$ cat config.mk
export PLATFORM = sky130hd
export DESIGN_NAME = apb_txn_capture
export DESIGN_NICKNAME = d
export VERILOG_FILES = /design/src/rtl/apb_capture_pkg.sv /design/src/rtl/apb_capture_fifo.sv /design/src/rtl/apb_txn_capture.sv
export SDC_FILE = /design/constraint.sdc
export NUM_CORES = 1
export LEC_CHECK = 0
export CAP_MARGIN = 20
export CORE_MARGIN = 2
export CORE_UTILIZATION = 45
export CTS_BUF_LIST = sky130_fd_sc_hd__clkbuf_2
export DETAILED_ROUTE_END_ITERATION = 16
export GPL_TIMING_DRIVEN = 0
export PLACE_DENSITY = 0.7
export SYNTH_ARGS = -nofsm -noshare
export SYNTH_HDL_FRONTEND = slang
export SYNTH_SLANG_ARGS = --single-unit
$ cat constraint.sdc
create_clock -name pclk -period 3.1 [get_ports pclk]
set_input_delay 0.465 -clock pclk [delete_from_list [all_inputs] [get_ports pclk]]
set_output_delay 0.465 -clock pclk [all_outputs]
set_load 0.03 [all_outputs]
$ cat src/rtl/apb_capture_pkg.sv
// Shared types for the APB transaction capture block: bus-phase encoding,
// the captured-transfer record and a saturating wait counter helper.
package apb_capture_pkg;

  localparam int TXN_ADDR_W = 32;
  localparam int TXN_DATA_W = 32;
  localparam logic [7:0] WAIT_MAX = 8'hFF;

  typedef enum logic [1:0] {
    PH_IDLE   = 2'd0,
    PH_SETUP  = 2'd1,
    PH_ACCESS = 2'd2
  } apb_phase_e;

  typedef struct packed {
    logic [TXN_ADDR_W-1:0] addr;
    logic [TXN_DATA_W-1:0] data;
    logic                  write;
    logic                  slverr;
    logic [7:0]            wait_cnt;
  } apb_txn_t;

  // Wait-state counter increment that sticks at its maximum value.
  function automatic logic [7:0] sat_inc8(input logic [7:0] v);
    if (v == WAIT_MAX) begin
      return WAIT_MAX;
    end else begin
      return v + 8'd1;
    end
  endfunction

endpackage

$ cat src/rtl/apb_capture_fifo.sv
// Capture FIFO: registered valid, head entry read straight from storage so it
// stays put until popped. A push into a full FIFO is accepted only when a pop
// happens in the same cycle; otherwise it is dropped and o_drop pulses.
module apb_capture_fifo #(
  parameter int WIDTH = 8,
  parameter int DEPTH = 4
) (
  input  logic             clk,
  input  logic             rst_n,
  input  logic             i_push,
  input  logic [WIDTH-1:0] i_push_data,
  input  logic             i_pop_ready,
  output logic             o_valid,
  output logic [WIDTH-1:0] o_data,
  output logic             o_drop
);

  localparam int PW = $clog2(DEPTH);
  localparam int CW = PW + 1;

  logic [WIDTH-1:0] r_mem [DEPTH];
  logic [PW-1:0]    r_wr_ptr;
  logic [PW-1:0]    r_rd_ptr;
  logic [CW-1:0]    r_count;
  logic             r_valid;

  logic             w_full;
  logic             w_pop;
  logic             w_do_push;
  logic [CW-1:0]    w_count_nxt;

  assign w_full    = (r_count == CW'(DEPTH));
  assign w_pop     = r_valid & i_pop_ready;
  assign w_do_push = i_push & (~w_full | w_pop);
  assign o_drop    = i_push & w_full & ~w_pop;
  assign o_valid   = r_valid;
  assign o_data    = r_mem[r_rd_ptr];

  // Next occupancy: a simultaneous push and pop leaves it unchanged.
  always_comb begin
    w_count_nxt = r_count;
    if (w_do_push && !w_pop) begin
      w_count_nxt = r_count + CW'(1'b1);
    end else if (w_pop && !w_do_push) begin
      w_count_nxt = r_count - CW'(1'b1);
    end else begin
      w_count_nxt = r_count;
    end
  end

  // Storage, wrapping pointers, occupancy and registered valid.
  always_ff @(posedge clk or negedge rst_n) begin
    if (!rst_n) begin
      for (int i = 0; i < DEPTH; i++) begin
        r_mem[i] <= '0;
      end
      r_wr_ptr <= '0;
      r_rd_ptr <= '0;
      r_count  <= '0;
      r_valid  <= 1'b0;
    end else begin
      if (w_do_push) begin
        r_mem[r_wr_ptr] <= i_push_data;
        r_wr_ptr        <= r_wr_ptr + PW'(1'b1);
      end
      if (w_pop) begin
        r_rd_ptr <= r_rd_ptr + PW'(1'b1);
      end
      r_count <= w_count_nxt;
      r_valid <= (w_count_nxt != '0);
    end
  end

endmodule

$ cat src/rtl/apb_txn_capture.sv
// Passive APB monitor: follows the bus phase, records each completed transfer
// (address/direction from the setup cycle, data and slverr from the completion
// cycle, number of wait states) into a FIFO, and raises sticky flags for
// protocol violations and for transfers dropped because the FIFO was full.
// The FSM state names the phase seen in the previous cycle, so SETUP/ACCESS
// mean "this cycle must be an access cycle of the transfer in flight".
module apb_txn_capture
  import apb_capture_pkg::*;
#(
  parameter int ADDR_WIDTH = 32,
  parameter int DATA_WIDTH = 32,
  parameter int DEPTH      = 4
) (
  input  logic                  pclk,
  input  logic                  preset_n,
  input  logic                  psel,
  input  logic                  penable,
  input  logic                  pwrite,
  input  logic                  pready,
  input  logic                  pslverr,
  input  logic [ADDR_WIDTH-1:0] paddr,
  input  logic [DATA_WIDTH-1:0] pwdata,
  input  logic [DATA_WIDTH-1:0] prdata,
  output logic                  txn_valid,
  input  logic                  txn_ready,
  output apb_txn_t              txn_data,
  output logic                  proto_err,
  output logic                  overflow
);

  localparam int TXN_W = $bits(apb_txn_t);

  apb_phase_e            r_state;
  apb_phase_e            w_state_nxt;
  logic [ADDR_WIDTH-1:0] r_addr;
  logic [ADDR_WIDTH-1:0] w_addr_nxt;
  logic                  r_write;
  logic                  w_write_nxt;
  logic [7:0]            r_wait;
  logic [7:0]            w_wait_nxt;
  logic                  w_push;
  logic                  w_err;
  apb_txn_t              w_push_txn;
  logic                  r_proto_err;
  logic                  r_overflow;
  logic                  w_drop;
  logic [TXN_W-1:0]      w_head;

  // Phase tracking, violation detection and completion decode.
  always_comb begin
    w_state_nxt = r_state;
    w_addr_nxt  = r_addr;
    w_write_nxt = r_write;
    w_wait_nxt  = r_wait;
    w_push      = 1'b0;
    w_err       = 1'b0;
    case (r_state)
      PH_IDLE: begin
        if (penable) begin
          w_err       = 1'b1;
          w_state_nxt = PH_IDLE;
        end else if (psel) begin
          w_state_nxt = PH_SETUP;
          w_addr_nxt  = paddr;
          w_write_nxt = pwrite;
          w_wait_nxt  = 8'd0;
        end else begin
          w_state_nxt = PH_IDLE;
        end
      end
      PH_SETUP, PH_ACCESS: begin
        if (!(psel && penable)) begin
          // missing access after setup, or psel/penable dropped before pready
          w_err       = 1'b1;
          w_state_nxt = PH_IDLE;
        end else if ((paddr != r_addr) || (pwrite != r_write)) begin
          w_err       = 1'b1;
          w_state_nxt = PH_IDLE;
        end else if (pready) begin
          w_push      = 1'b1;
          w_state_nxt = PH_IDLE;
        end else begin
          w_state_nxt = PH_ACCESS;
          w_wait_nxt  = sat_inc8(r_wait);
        end
      end
      default: begin
        w_state_nxt = PH_IDLE;
      end
    endcase
  end

  // Record assembled on the completion cycle.
  always_comb begin
    w_push_txn          = '0;
    w_push_txn.addr     = TXN_ADDR_W'(r_addr);
    w_push_txn.data     = r_write ? TXN_DATA_W'(pwdata) : TXN_DATA_W'(prdata);
    w_push_txn.write    = r_write;
    w_push_txn.slverr   = pslverr;
    w_push_txn.wait_cnt = r_wait;
  end

  // Phase state plus the setup-cycle latches and wait counter.
  always_ff @(posedge pclk or negedge preset_n) begin
    if (!preset_n) begin
      r_state <= PH_IDLE;
      r_addr  <= '0;
      r_write <= 1'b0;
      r_wait  <= 8'd0;
    end else begin
      r_state <= w_state_nxt;
      r_addr  <= w_addr_nxt;
      r_write <= w_write_nxt;
      r_wait  <= w_wait_nxt;
    end
  end

  // Sticky error flags, cleared only by reset.
  always_ff @(posedge pclk or negedge preset_n) begin
    if (!preset_n) begin
      r_proto_err <= 1'b0;
      r_overflow  <= 1'b0;
    end else begin
      if (w_err) begin
        r_proto_err <= 1'b1;
      end
      if (w_drop) begin
        r_overflow <= 1'b1;
      end
    end
  end

  apb_capture_fifo #(
    .WIDTH (TXN_W),
    .DEPTH (DEPTH)
  ) u_fifo (
    .clk         (pclk),
    .rst_n       (preset_n),
    .i_push      (w_push),
    .i_push_data (w_push_txn),
    .i_pop_ready (txn_ready),
    .o_valid     (txn_valid),
    .o_data      (w_head),
    .o_drop      (w_drop)
  );

  assign txn_data  = apb_txn_t'(w_head);
  assign proto_err = r_proto_err;
  assign overflow  = r_overflow;

endmodule

==> impl_summary.txt <==
----------------------------------------------------
[Global routing]
  Maximum number of pins on one net before global-route repair ... 126
  Total gr overflow ... 0
  Gr usage total ... 20.9%
  Initial antenna violation count ... 5
  Wire length of the first global-routing pass ... 58200 um
  Vias in the first global route ... 10400

[Yosys]
  Flops & latches, synth ... 349
  Count of different cell masters after synthesis ... 43
  Nets in the synthesized netlist ... 1125
  Average cell area after synthesis ... 15.7 sq um
  Number of warnings printed during yosys synthesis ... 0
  Instance count of the mapped netlist ... 1011
  Cell area after synthesis ... 0.0159 sq mm
  Sequential-to-total area share from yosys stat ... 54.9%

[Power]
  Worst voltage drop across the vdd grid ... 0.270 mV
  Pwr Density ... 526 mW/mm^2
  Leak pwr ... 9.71 nW

[Cells and area]
  Number of fill cells in the layout ... 2928
  Layout area overhead ... 20.2%
  FF+latch area ... 0.00873 sq mm
  Final Net Count ... 1406
  Multi-input combinational cell area ... 0.00688 sq mm
  Commonest non-fill, non-tap cells in the layout ... sky130_fd_sc_hd__dfrtp_1 (348), sky130_fd_sc_hd__mux2_1 (241), sky130_fd_sc_hd__clkbuf_2 (145)
  Cell Count, Final, Fillers Out ... 1820
  Most frequent standard cell in the layout excluding fill and tap cells ... sky130_fd_sc_hd__dfrtp_1
  Fraction of layout cells with a size suffix above 1 ... 33.2%
  Total non-filler cell area in the finished layout ... 0.0191 sq mm

[Worst setup path]
  Kind of start point of the critical path ... register
  Cell type group with the largest total delay on the critical path ... buffers and inverters
  Buffers & Inverters on Critical Path ... 2
  Standard cell with the maximum stage delay on the critical path ... sky130_fd_sc_hd__mux4_2
  Endpoint kind of the worst setup timing path ... output pin
  Ordered cell list for the critical path ... clkbuf_8 > mux4_2 > dlygate4sd2_1
  CP max stage delay ... 0.56 ns
  Crit path arrival time ... 2.54 ns
  Crit Path Category ... register to output pin
  Largest fanout on the critical path ... 10
  Required time at the worst-slack endpoint ... 2.63 ns

[Routing]
  Average wire per cell in the routed design ... 20.2 um
  Number of routed nets with antenna violations ... 0
  First-pass iteration count of the detailed router ... 4
  Drt total wl ... 36800 um
  Initial drt markers ... 520
  Avg Vias per Cell ... 5.39
  Residual DRC ... 0
  Overall via count from detail_route ... 9802

[Place]
  Weighted congestion reported at the end of routability-driven placement ... 0.830
  Number of input and output port buffers inserted ... 180
  Placed standard-cell area ... 0.0183 sq mm
  Number of placed instances with taps included ... 1648
  Half-perimeter wire length of the detailed placement result ... 24600 um

[STA]
  Unrepaired setup endpoints after global routing ... yes
  Hold violation count in the final report ... 0
  Final-report max-slew violation count ... 0
  Slew at the pin closest to its max-slew limit ... 0.872 ns
  Final setup violation count ... 0
  FMAX ... 333 MHz
  Max transition margin ... 41.9%
  Final worst path period need ... 3.00 ns
  Setup Skew ... 0.0590 ns
  Final Cycle Share ... 96.8%

[Clock tree]
  Maximum count of clock buffers along a single path ... 3
  H-tree depth ... 3
  CTS Root Buffer Type ... sky130_fd_sc_hd__clkbuf_2
  Sink Count ... 349
  TritonCTS clock tree ... done
  CTS Buf Count ... 91
  Insertion delay to the later sink of the worst-skew pair ... 0.91 ns
  Clock-pin slew on the worst setup and hold paths ... 0.10 ns

[Floorplan]
  Placement row count ... 68
  Area of the placeable core ... 0.0346 sq mm
  Width of the chip ... 192 um
  Number of ports placed on the die boundary ... 181
  Initial cell density of the core ... 45.9%
  Die height ... 192 um
  Floorplan die area ... 0.0368 sq mm

[Min path]
  Class of the most critical hold timing path ... input pin to asynchronous set/reset pin

[Status]
  Status ... finished, final reports clean

[Flow run]
  Maximum capacitance violations ... 0

----------------------------------------------------
final cells by class:
type	instances	share of cell area [%]
Multi-Input combinational cell	591	36.0
Clock buffer	140	3.67
Timing Repair Buffer	189	8.80
Tap cell	455	2.98
Buffer	60	2.14
Antenna cell	5	0.0655
Clock inverter	21	0.452
Sequential cell	349	45.7
Inverter	10	0.196
per-layer routing:
metal / track usage (%) / share of wire [%] / up-vias
met5: 0 / 0 / -
met4: 7.93 / 2.4 / 0
met3: 5.01 / 5.7 / 58
met2: 32.3 / 47 / 226
met1: 28.7 / 45 / 5119
li1: - / - / 4399
power by group:
group          internal (mW)  leakage (nW)  switching, mW  total (mW)
registers               4.67          4.78          0.185        4.86
logic                   1.02          4.32           1.13        2.15
clock network           1.18         0.614           1.85        3.04
total                   6.87          9.71           3.17        10.0
flip-flops by register name, indices dropped and copies added, names as in the netlist:
name,count
overflow,1
proto_err,1
r_addr,32
r_state,2
r_wait,8
r_write,1
u_fifo.o_valid,1
u_fifo.r_count,3
u_fifo.r_mem,296
u_fifo.r_rd_ptr,2
u_fifo.r_wr_ptr,2
synth_stat cells (all sizes together):
master / instances / area, sq um
nor4: 15 / 121
a41oi: 1 / 8.76
o32ai: 1 / 8.76
xnor2: 5 / 43.8
nor3: 2 / 10.0
o31ai: 2 / 15.0
dfrtp: 349 / 8730
and3: 2 / 12.5
o221ai: 1 / 8.76
o21ai: 6 / 30.0
nand4: 3 / 18.8
nor3b: 1 / 7.51
nand3: 11 / 55.1
mux2i: 3 / 30.0
a31oi: 5 / 31.3
nand3b: 1 / 7.51
nor2b: 1 / 6.26
a21oi: 12 / 60.1
and4b: 1 / 10.0
inv: 10 / 37.5
o41ai: 3 / 33.8
nand2: 17 / 63.8
nor2: 6 / 22.5
nor4b: 1 / 8.76
mux2: 363 / 4090
mux4: 74 / 1670
or4: 2 / 15.0
xor2: 32 / 280
nand2b: 2 / 12.5
nand4b: 1 / 8.76
and2: 4 / 25.0
ha: 10 / 125
clkbuf: 23 / 86.3
buf: 38 / 179
a41o: 1 / 10.0
o21bai: 1 / 7.51
o31a: 1 / 8.76
through the flow:
step	hold WS (ns)	TNS (ns)	util (%)	worst slack (ns)	power [mW]
6_report	0.195	0	55.2	0.0980	10.0
4_1_cts	0.0849	-0.177	55.4	-0.0597	10.2
3_5_place_dp	0.460	-160.97	52.9	-0.701	6.92
3_3_place_gp	0.457	-4903.47	52.8	-13.66	6.89
2_1_floorplan	0.169	0	-	0.521	6.14
5_1_grt	0.0917	-0.341	55.2	-0.0395	10.6
kinds of logic after synthesis:
group | count (synthesis) | share of synthesized area [%]
multiplexers | 440 | 36.4
buffers and inverters | 71 | 1.90
AO/OA/AOI/OAI | 34 | 1.40
XOR/XNOR | 37 | 2.04
AND/OR/NAND/NOR | 70 | 2.55
adder cells (fa/ha/maj) | 10 | 0.787
flip-flops | 349 | 54.9
timing repair:
item | 4_1_cts | 5_1_grt
endpoints found under the hold margin | 103 | 0
buffers inserted | 3 | 3
gates resized for setup | 293 | 42
pin swaps | 3 | 5
setup endpoints to repair | 253 | 254
hold buffers | 1 | 0
worst paths after layout:
kind                                    start                 end  slack, ns  depth (start not counted)
max reg2reg                        r_addr[11]  u_fifo.r_wr_ptr[1]       0.12                          6
min in group pclk                    paddr[3]           r_addr[3]       0.21                          2
max in group asynchronous            preset_n   u_fifo.r_mem[105]       1.72                          3
min reg2reg                         proto_err           proto_err       0.48                          1
min                                  preset_n   u_fifo.r_mem[214]       0.20                          2
max                        u_fifo.r_rd_ptr[0]        txn_data[47]        0.1                          3
Note: power is estimated with default switching activity, not from simulation.
==> RTL change, RTL diff (same flow settings) <==
Register the output `proto_err` once more, cleared by the reset; this adds one clock of latency there. The other outputs are not delayed to match.
--- a/src/rtl/apb_txn_capture.sv
+++ b/src/rtl/apb_txn_capture.sv
@@ -145,7 +145,13 @@
   );
 
   assign txn_data  = apb_txn_t'(w_head);
-  assign proto_err = r_proto_err;
+  always_ff @(posedge pclk or negedge preset_n) begin
+    if (!preset_n) begin
+      proto_err <= '0;
+    end else begin
+      proto_err <= r_proto_err;
+    end
+  end
   assign overflow  = r_overflow;
 
 endmodule
Behaviour: not the same (a bounded check fails within 4 cycles, from zero or initial values and one cycle with preset_n low).
==> RTL change against the original RTL <==
  * Sequential cell count is 1 higher
  * Synthesized area hardly changed
  * Non-clock buffer count is 29 higher
  * Setup slack worse by 96 ps
  * Cell count is 0.99% higher
  * Sequential share of layout area is 1.3 points lower
  * Total power is 0.95% higher
  * Cell area is 3.5% higher
  * Routed wire length is 0.91% higher
  * Largest power group unchanged
==> RTL change: results (changes against the original RTL) <==
Outcome
  – Status: complete, no violations (unchanged)

Routing
  – Via count: 9,913 (was 9,802)
  – First-pass iteration count of the detailed router: 6 (was 4)
  – Drt total wl: 37,100 um (was 36,800 um)
  – Vias per cell: 5.39 (about the same)

Power and ir drop
  – Leak: 9.94 nW (was 9.71 nW)
  – Maximum VDD drop: 0.285 mV (was 0.270 mV)

Global route
  – M1 GR Usage: 27.7% (was 28.7%)
  – Met2 usage: 33.6% (was 32.3%)
  – Initial antenna violation count: 2 (was 5)
  – Global-route wire length before repair: 58,100 um (was 58,200 um)
  – Global Route Usage Sum: 20.8% (was 20.9%)
  – Largest net degree at the start of global routing: 125 (was 126)
  – Vias in the first global route: 10,665 (was 10,397)
  – GRT met3 Usage: 4.46% (was 5.01%)

Finish
  – Footprint of the multi-input gates: 0.00698 sq mm (was 0.00688 sq mm)
  – Non-CTS buffers: 278 (was 249)
  – Diode count: 2 (was 5)
  – Clock buffers: 130 (was 140)
  – Inverters: 15 (was 10)
  – ClkCell Share: 3.90% (was 4.12%)
  – Share of layout cells above drive strength 1: 51.3% (was 33.2%)
  – Register area: 0.00878 sq mm (was 0.00873 sq mm)
  – Final instance area: 0.0198 sq mm (was 0.0191 sq mm)

Place
  – Post-DP HPWL: 24,800 um (was 24,600 um)
  – Worst slack at placement: -1050 ps (was -701 ps)
  – Placed Cells: 1,656 (was 1,648)

Clock tree
  – CTS sink count: 350 (was 349)
  – CTS Buf Count: 90 (was 91)

Setup path
  – Worst setup startpoint: r_addr[2] (was u_fifo.r_rd_ptr[0])
  – Critical path arrival: 3860 ps (was 2540 ps)
  – Reg-to-Reg End: u_fifo.r_mem[249] (was u_fifo.r_wr_ptr[1])
  – CP max-delay cell: or4_4 (was mux4_2)
  – Worst R2R Path Depth: 11 (was 6)
  – CP max FO: 5 (was 10)
  – Worst setup endpoint: u_fifo.r_mem[249] (was txn_data[47])
  – Kind of cell adding the most delay to the critical path: simple AND/OR/NAND/NOR gates (was buffers and inverters)

Synthesis
  – Synth Instances: 1,018 (was 1,011)
  – Most instantiated cells after synthesis: dfrtp_1 (350), mux2_2 (318), mux4_2 (74) (was dfrtp_1 (349), mux2_1 (241), mux2_2 (122))
  – Post-synthesis mux area share: 36.0% (was 36.4%)
  – Top cells by area, synth: dfrtp_1 (55%), mux2_2 (23%), mux4_2 (10%) (was dfrtp_1 (55%), mux2_1 (17%), mux4_2 (10%))
  – Seq/Total Area, Yosys: 55.1% (was 54.9%)
  – Synth cell types: 51 (was 43)
  – Net Count, Synth: 1,132 (was 1,125)
  – Post-Synth Adder-Cell Area: 0.787% (about the same)
  – Compound-Gate Fraction of Synth Area: 1.78% (was 1.40%)

Hold path
  – Hold WC Path Type: in2reg (was in2async)

Timing
  – Final setup margin: 2.49 ps (was 98.0 ps)
  – Worst slew pin tran: 916 ps (was 872 ps)
  – Worst hold slack: 201 ps (was 195 ps)
  – Clock skew: 44.3 ps (was 59.0 ps)
RTL change: cell count changes after synthesis, moves of 4 or more:
cell and change:
nor2_1 +6, nor4_1 -4, a31oi_1 -4, mux2_1 -199, nor2b_1 +14, inv_1 +5, nand3_1 -5, xor2_1 -20
mux2_2 +196, xnor2_1 +5, a2111oi_0 +4
RTL change: timing repair:
action,CTS,global route
gates cloned,2,0
endpoints found under the hold margin,104,0
setup endpoints to repair,379,294
pin swaps,14,7
resized for setup,385,76
setup buffers,20,12
hold buffers,1,0
RTL change: power breakdown:
part	switching (W)	leakage, nW	internal (W)
Sequential	0.000169	4.77	0.00469
Combinational	0.00115	4.58	0.00108
Clock	0.00179	0.596	0.00126
Total	0.00311	9.94	0.00703
